**config.mk**
```make
export PLATFORM = sky130hd
export DESIGN_NAME = frame_buffer
export DESIGN_NICKNAME = d
export VERILOG_FILES = /design/src/rtl/frame_buffer.sv
export SDC_FILE = /design/constraint.sdc
export NUM_CORES = 2
export LEC_CHECK = 0
export CAP_MARGIN = 20
export CORE_MARGIN = 1.5
export CORE_UTILIZATION = 50
export DETAILED_ROUTE_END_ITERATION = 8
export PLACE_DENSITY = 0.68
export SETUP_SLACK_MARGIN = 0.15
export SLEW_MARGIN = 25
export SYNTH_ARGS = -nofsm -noshare
export SYNTH_HDL_FRONTEND = slang
export SYNTH_SLANG_ARGS = --single-unit
export TNS_END_PERCENT = 20
```
**constraint.sdc**
```tcl
create_clock -name clk -period 2.2 [get_ports clk]
set_input_delay 0.22 -clock clk [delete_from_list [all_inputs] [get_ports clk]]
set_output_delay 0.22 -clock clk [all_outputs]
set_load 0.1 [all_outputs]
```
**src/rtl/frame_buffer.sv**
```systemverilog
// -----------------------------------------------------------------------------
// frame_buffer
//
// Purpose:
//   Collects the 12-bit fast words produced by the byte-to-word writer into a
//   ping-pong buffer of WORDS entries per frame. It also stores the per-frame
//   slow word into a slot memory addressed by a slot counter (sAddr), which
//   this block owns and feeds back to the writer. The telemetry frame
//   generator reads completed frames through a read port with a latency of
//   one cycle.
//
// Ports:
//   clk     in   1   system clock
//   rst     in   1   asynchronous active-low reset
//   fData   in  12   fast word from the writer
//   fVal    in   1   one-cycle strobe, fData valid
//   sData   in  12   slow word from the writer
//   sVal    in   1   one-cycle strobe, sData valid
//   sAddr   out 11   current slow slot (0..SLOTS-1), fed back to the writer
//   frmRdy  out  1   a completed frame is held in the read bank
//   rdDone  in   1   one-cycle pulse, the reader releases the read bank
//   rdReq   in   1   read request
//   rdSel   in   1   0 = fast bank, 1 = slow slot memory
//   rdAddr  in  11   read address
//   rdData  out 12   read data
//   rdVal   out  1   rdData valid, one-cycle pulse
//   ovf     out  1   sticky frame-overrun flag
//
// Handshake semantics:
//   fVal, sVal, rdDone and rdReq are single-cycle strobes. There is no
//   back-pressure: each strobe is acted on in the cycle it is sampled high.
//   A read sampled at edge N returns rdData together with rdVal=1 after edge
//   N. rdVal is high for exactly one cycle per request, and back-to-back
//   requests produce one rdVal per cycle. rdData holds its last value while
//   no request is pending.
// -----------------------------------------------------------------------------
module frame_buffer #(
  parameter int          WORDS     = 16,
  parameter int          SLOTS     = 64,
  parameter logic [11:0] SYNC_WORD = 12'h800
) (
  input  logic        clk,
  input  logic        rst,
  input  logic [11:0] fData,
  input  logic        fVal,
  input  logic [11:0] sData,
  input  logic        sVal,
  output logic [10:0] sAddr,
  output logic        frmRdy,
  input  logic        rdDone,
  input  logic        rdReq,
  input  logic        rdSel,
  input  logic [10:0] rdAddr,
  output logic [11:0] rdData,
  output logic        rdVal,
  output logic        ovf
);

  localparam int CW = (WORDS > 1) ? $clog2(WORDS) : 1;
  localparam int SW = (SLOTS > 1) ? $clog2(SLOTS) : 1;

  localparam logic [CW-1:0] LAST_WORD = CW'(WORDS - 1);
  localparam logic [10:0]   LAST_SLOT = 11'(SLOTS - 1);
  // The limits are 12 bits wide so that SLOTS = 2048 still compares correctly
  // against the 11-bit read address.
  localparam logic [11:0]   WORDS_LIM = 12'(WORDS);
  localparam logic [11:0]   SLOTS_LIM = 12'(SLOTS);

  // The complete control state is grouped in a single struct so that it can
  // be observed as one value. There is no other sequencing state.
  typedef struct packed {
    logic          frmRdy;
    logic          wrBank;
    logic [CW-1:0] wrCnt;
  } ctrlState_t;

  ctrlState_t ctrlState;

  logic [11:0] memF [2][WORDS];
  logic [11:0] memS [SLOTS];

  logic        frameEnd;
  logic        swapOk;
  logic        rdBank;
  logic [11:0] rdNext;

  // A frame ends on the fVal that writes the last word of the write bank.
  assign frameEnd = fVal && (ctrlState.wrCnt == LAST_WORD);
  // The bank swap is allowed if the read bank is free, or if the reader frees
  // it in the same cycle.
  assign swapOk   = !ctrlState.frmRdy || rdDone;
  // The read bank is always the one that is not being written, so reads and
  // writes never touch the same bank.
  assign rdBank   = ~ctrlState.wrBank;

  assign frmRdy   = ctrlState.frmRdy;

  // ---------------------------------------------------------------------------
  // Control: write counter, bank toggle, frame-ready, slot counter, overrun
  // ---------------------------------------------------------------------------
  always_ff @(posedge clk or negedge rst) begin
    if (!rst) begin
      ctrlState <= '0;
      sAddr     <= '0;
      ovf       <= 1'b0;
    end else begin
      if (fVal) begin
        ctrlState.wrCnt <= frameEnd ? '0 : ctrlState.wrCnt + CW'(1);
      end

      if (frameEnd) begin
        sAddr <= (sAddr == LAST_SLOT) ? '0 : sAddr + 11'd1;
        if (swapOk) begin
          ctrlState.wrBank <= ~ctrlState.wrBank;
          ctrlState.frmRdy <= 1'b1;
        end else begin
          // The reader still holds the previous frame. That frame is kept
          // intact, and the next frame overwrites the write bank.
          ovf <= 1'b1;
        end
      end else if (rdDone) begin
        ctrlState.frmRdy <= 1'b0;
      end
    end
  end

  // ---------------------------------------------------------------------------
  // Fast word memory (two banks)
  // ---------------------------------------------------------------------------
  always_ff @(posedge clk or negedge rst) begin
    if (!rst) begin
      for (int b = 0; b < 2; b++) begin
        for (int w = 0; w < WORDS; w++) begin
          memF[b][w] <= '0;
        end
      end
    end else if (fVal) begin
      memF[ctrlState.wrBank][ctrlState.wrCnt] <= fData;
    end
  end

  // ---------------------------------------------------------------------------
  // Slow slot memory. Slot 0 is reserved for the sync word and is never
  // written. A write in the same cycle as a frame end uses the slot value
  // from before the increment.
  // ---------------------------------------------------------------------------
  always_ff @(posedge clk or negedge rst) begin
    if (!rst) begin
      for (int s = 0; s < SLOTS; s++) begin
        memS[s] <= '0;
      end
    end else if (sVal && (sAddr != '0)) begin
      memS[sAddr[SW-1:0]] <= sData;
    end
  end

  // ---------------------------------------------------------------------------
  // Read port
  // ---------------------------------------------------------------------------
  always_comb begin
    rdNext = '0;
    if (!rdSel) begin
      if ({1'b0, rdAddr} < WORDS_LIM) begin
        rdNext = memF[rdBank][rdAddr[CW-1:0]];
      end
    end else if (rdAddr == '0) begin
      rdNext = SYNC_WORD;
    end else if ({1'b0, rdAddr} < SLOTS_LIM) begin
      rdNext = memS[rdAddr[SW-1:0]];
    end
  end

  // The bank select is captured together with the request. A swap in the same
  // cycle therefore affects only the next request.
  always_ff @(posedge clk or negedge rst) begin
    if (!rst) begin
      rdData <= '0;
      rdVal  <= 1'b0;
    end else begin
      rdVal <= rdReq;
      if (rdReq) begin
        rdData <= rdNext;
      end
    end
  end

endmodule

```
### Word level (Yosys, flattened, before mapping)

Cells that the tools add are included.
Widths: inputs -> output; s select.

* bits in registers: 1183
* input bits: 42
* output and inout port bits: 26
* word-level logic and storage cells: 166

* add/subtract/negate cells: 2
* magnitude comparators: 11
* equal/unequal tests: 3
* muxes and demuxes: 26
* bitwise operators: 8
* reductions and logical operators: 13

Operators by type and width (count)
* $bwmux 768: 1
* $mux 192: 4
* $bwmux 384: 1
* $demux 192 s1: 1
* $mux 12: 10
* $bmux 12 s6: 1
* $demux 12 s6: 1
* $bmux 12 s4: 1
* $demux 12 s4: 1
* $ge 7x7->1 const B: 2
* $not 6->7: 2
* $add 11x1->11 const B: 1
* $eq 11x6->1 const B: 1
* $logic_not 11->1: 1
* $lt 11x5->1 const B: 1
* $lt 11x7->1 const B: 1
* $mux 11: 1
* $reduce_bool 11->1: 1
* $ge 5x5->1 const B: 2
* $not 4->5: 2
* $lt 7x1->1 const B: 1
* $reduce_and 2->1: 3
* $logic_and 1x1->1: 5
* $lt 5x1->1 const B: 1
* other kinds (13): 17

### Logic depth before layout (Yosys ltp)

* depth after elaboration: 10
* mapped depth: 11
* mapped depth without buffers: 6

### Worst setup path before layout

OpenSTA, ideal clock, no wires.

* path kind: register -> register
* start: register sAddr[0]
* end: register memS[145] in the netlist's numbering
* setup time: 125 ps
* data arrival time: 2846 ps
* required time: 2075 ps
* path slack: -771 ps
* stages on the path, launching flop included: 9
* path buffers: 2
* period minus slack after synthesis: 2971 ps
* cell sequence: dfrtp_1 > clkbuf_1 > inv_1 > ha_1 > a311oi_4 > nand3_2 > nor2_1 > buf_2 > mux2_2

* cells in the longest elaborated chain, start to end: 6
* elaborated cells between the ends (all ways): 9
* classes of those cells: order compare: 2; mux: 3; bitwise: 1; reduce/logical: 3

Ends and longest elaborated chain
* start, declared: line 48 `output logic [10:0] sAddr,`
* start signal, assigned: line 112 `sAddr <= (sAddr == LAST_SLOT) ? '0 : sAddr + 11'd1;`
* $not 6->7 (implied by the code): line 153 `memS[sAddr[SW-1:0]] <= sData;`
* $ge 7x7->1 (implied by the code) / $lt 7x1->1 (equally long branches): line 153
* $logic_and 1x1->1 (implied by the code): line 153
* $mux 12 (implied by the code): line 153
* $demux 12 s6: line 153
* $bwmux 768: line 153
* end signal, assigned by index: line 153
* end, declared: line 80 `logic [11:0] memS [SLOTS];`

Several ways; a longest one is shown, not always the timed one.
A chain may end at the register's enable or synchronous reset.

### Final worst setup path

* start: register ctrlState[4] in the netlist's numbering
* end: register rdData[10]

* cells in the longest elaborated chain, start to end: 10

Ends and longest elaborated chain
* start, declared: line 77 `ctrlState_t ctrlState;`
* $not 1->1: line 94 `assign rdBank = ~ctrlState.wrBank;`
* $not 1->2 (implied by the code): line 164 `rdNext = memF[rdBank][rdAddr[CW-1:0]];`
* $mux 192 (implied by the code) (3 in a row): line 164
* $bmux 12 s4: line 164
* $mux 12 (implied by the code) (2 in a row): line 164
* $mux 12: line 163 `if ({1'b0, rdAddr} < WORDS_LIM) begin`
* $mux 12: line 162 `if (!rdSel) begin`
* end signal, assigned: line 182 `rdData <= rdNext;`
* end, declared: line 54 `output logic [11:0] rdData,`

Every way passes these cells. The select of a mux whose other input is x is not followed.

==> impl_metrics.env <==
export IMPL_yosysWarningCount=0
export IMPL_num_fill_cells=7961
export IMPL_async_reset_ff_share_pct=100
export IMPL_max_freq_ghz=0.407
export IMPL_use_met1_pct=40.7
export IMPL_timing_max_cap_violations=0
export IMPL_synthDominantCellAreaShare_pct=54.7
export IMPL_grt_max_degree=99
export IMPL_initial_core_util_pct=50.5
export IMPL_synthTopCellsByArea="dfrtp_1 55%, mux2_2 24%, mux4_2 9.1%"
export IMPL_synth_area_um2=54100
export IMPL_netlist_instances=3639
export IMPL_num_nets_final=4101
export IMPL_clk_pin_slew_ps=60
export IMPL_antenna_left=0
export IMPL_synth_fa_ha_area_share_pct=0.139
export IMPL_synth_mux_area_share_pct=36.2
export IMPL_final_layout_size_suffix_gt1_share_pct=55.9
export IMPL_pin_count=68
export IMPL_grt_setup_unrepaired="yes"
export IMPL_worst_r2r_startpoint="ctrlState[4]$_DFFE_PN0P_"
export IMPL_drv_slew=0
export IMPL_drc=0
export IMPL_row_count=120
export IMPL_avgSynthCellArea_um2=14.9
export IMPL_status="finished with violations"
export IMPL_drt_iter0_drc=2606
export IMPL_fin_tns_setup_ps=-84610
export IMPL_finClkSkew_ps=33.2
export IMPL_maxSlewHeadroom_pct=39.0
export IMPL_synth_compound_area_share_pct=3.07
export IMPL_r2r_end="rdData[10]$_DFFE_PN0P_"
export IMPL_period_share_pct=112
export IMPL_die_y_um=332
export IMPL_holdWs_ps=32.6
export IMPL_syn2layout_area_growth_pct=23.2
export IMPL_synth_main_ff_cell="dfrtp_1"
export IMPL_hold_path_class="input port to flip-flop"
export IMPL_synth_edf_count=0
export IMPL_final_hold_violation_count=0
export IMPL_met3_usage_pct=5.42
export IMPL_dp_hpwl_mm=101
export IMPL_coreArea_um2=107000
export IMPL_clock_sinks=1182
export IMPL_ys_seq_elements=1182
export IMPL_period_needed_ps=2460
export IMPL_synth_top_family_by_area="multiplexers"
export IMPL_antenna_found_initial=5
export IMPL_yosysMostFrequentCell="dfrtp_1"
export IMPL_crit_arrival_ps=3050
export IMPL_final_core_util_pct=62.2
export IMPL_setup_ws_ps=-258
export IMPL_synth_xor_xnor_area_share_pct=0.129
export IMPL_stdcell_count=5557
export IMPL_grt_pass1_vias=35000
export IMPL_root_buffer="clkbuf_16"
export IMPL_num_vias=34000
export IMPL_worstSetupEndpoint="rdData[10]$_DFFE_PN0P_"
export IMPL_grt_total_usage_pct=27.7
export IMPL_wl_per_cell_um=27.6
export IMPL_start_kind="flip-flop"
export IMPL_synth_top_area_cell="dfrtp_1"
export IMPL_place_gp_congestion=0.879
export IMPL_synthSimpleGateAreaFrac_pct=2.74
export IMPL_syn_nets=3687
export IMPL_top_usage_layer="met2"
export IMPL_synth_common_cells="1182 x dfrtp_1, 1149 x mux2_2, 219 x mux4_2"
export IMPL_ir_drop_v=0.000927
export IMPL_cts_max_level=3
export IMPL_met2_usage_pct=42.0
export IMPL_ys_types=62
export IMPL_antenna_cells=0
export IMPL_final_cell_area_um2=66700
export IMPL_ys_seq_area_share_pct=54.7
export IMPL_grt_ovfl_total=0
export IMPL_crit_path_start="ctrlState[4]$_DFFE_PN0P_"
export IMPL_crit_required_ps=2790
export IMPL_placedInstanceArea_um2=60300
export IMPL_cts_buffers=121
export IMPL_path_class="flip-flop to flip-flop"
export IMPL_clock_latency_ps=720
export IMPL_fp_dieW_um=332
export IMPL_finalSetupViolations=671
export IMPL_die_area_um2=110000
export IMPL_cts_tree="done"
export IMPL_io_buffers=67
export IMPL_failed_checks="setup timing"
export IMPL_via_per_inst=6.12
export IMPL_grt_pass1_wl_mm=230
export IMPL_worstPathMaxFanout=6
export IMPL_drt_total_wl_mm=153
export IMPL_worst_pin_slew_ps=916
export IMPL_reg2regPathDepth=7
export IMPL_endpoint_kind="flip-flop"
export IMPL_leakagePower_uw=0.0317
export IMPL_dp_cells=5259
export IMPL_cts_buffer_depth=3
export IMPL_drtPass1Iterations=5
export IMPL_ff2ff_setup_slack_ps=-260
export IMPL_power_density_nw_per_um2=938
[report_power, final]
part           leakage [µW]  switching (µW)  internal (µW)  total (µW)
Combinational        0.0135            5800           7440       13200
Sequential           0.0161            1840          25300       27200
Clock               0.00211            8860          13200       22100
[logic make-up after synthesis]
| group | Yosys count |
|---|---|
| adder cells (fa/ha/maj) | 6 |
| buffers and inverters | 351 |
| AND/OR/NAND/NOR | 320 |
| XOR/XNOR | 8 |
| multiplexers | 1539 |
| flip-flops | 1182 |
| AO/OA/AOI/OAI | 233 |
[worst min path at each step]
stage | startpoint | end | cells after the start
after floorplan | rst | ctrlState[0]$_DFFE_PN0P_ | 0
after global placement | rst | memS[291]$_DFFE_PN0P_ | 1
after detailed placement | rst | memS[291]$_DFFE_PN0P_ | 1
after CTS | sData[10] | memS[442]$_DFFE_PN0P_ | 3
after global routing | sData[10] | memS[418]$_DFFE_PN0P_ | 3
final | sData[10] | memS[550]$_DFFE_PN0P_ | 3
[routing by layer]
layer	wire (µm)	part of all wire, %	up-vias
li1	-	-	14300
met1	68500	45	18400
met2	70300	46	1067
met3	10200	6.6	263
met4	4360	2.8	4
met5	78	0.051	-
[placed cells by master (no fill, tap or decap), types with 7 or more instances in the layout]
cell type	Yosys	final
bufinv_16	0	18
buf_4	25	388
xnor2_1	8	8
clkbuf_1	160	19
clkbuf_16	0	141
dfrtp_1	1182	1170
and3_1	7	7
a22oi_1	47	32
a21oi_1	23	19
a22oi_2	0	15
nand2_2	3	10
dfrtp_4	0	9
nor2_4	0	23
mux4_2	219	219
inv_1	9	8
clkdlybuf4s50_1	0	23
clkinv_2	0	24
nor2_1	105	73
a221oi_2	0	8
nand2_1	92	76
o22ai_1	31	29
mux2_4	0	73
a211oi_1	22	22
nand3_1	41	40
buf_6	8	32
buf_12	0	142
nand4_1	8	8
mux2_2	1149	1091
mux2i_1	150	147
a221oi_1	25	14
o21ai_0	34	32
clkinvlp_4	0	8
nor2_2	1	10
buf_2	128	15
clkbuf_8	0	27
nor2b_1	13	10
[final cells by class]
type / count / area, µm² / share of cell area, %
multi-input cells: 2106 / 23800 / 35.7
flip-flops and latches: 1182 / 29600 / 44.4
inverters: 12 / 47.5 / 0.0713
well taps: 1403 / 1760 / 2.63
clock inverters: 55 / 791 / 1.19
clock buffers: 169 / 3520 / 5.28
repair buffers: 630 / 7110 / 10.7
[per-stage QoR]
step                      setup slack (ps)  power, µW
after floorplan                       -234      34700
after global placement                -857      38500
after detailed placement              -812      39000
after CTS                             -250      61900
after global routing                  -310      64900
final                                 -258      62500
[registers in the layout, summed over array words and instances, names as in the netlist]
name / count
memS: 767
ovf: 1
sAddr: 11
frmRdy: 1
memF: 384
rdVal: 1
rdData: 12
ctrlState: 5
[worst max-delay path: stages, from the launching register on]
cell,delay [ps]
dfrtp_4,510
buf_6,130
buf_12,130
mux4_2,450
mux4_2,530
nor2b_4,170
a221oi_4,320
nand2_1,120
[repair_timing]
action | CTS | global route
gates resized for setup | 105 | 124
endpoints found under the hold margin | 741 | 0
setup endpoints to repair | 872 | 1088
setup buffers | 23 | 26
pin swaps | 16 | 34
cloned | 8 | 16
hold buffers | 1 | 0
Power figures use the tool's default switching activity.
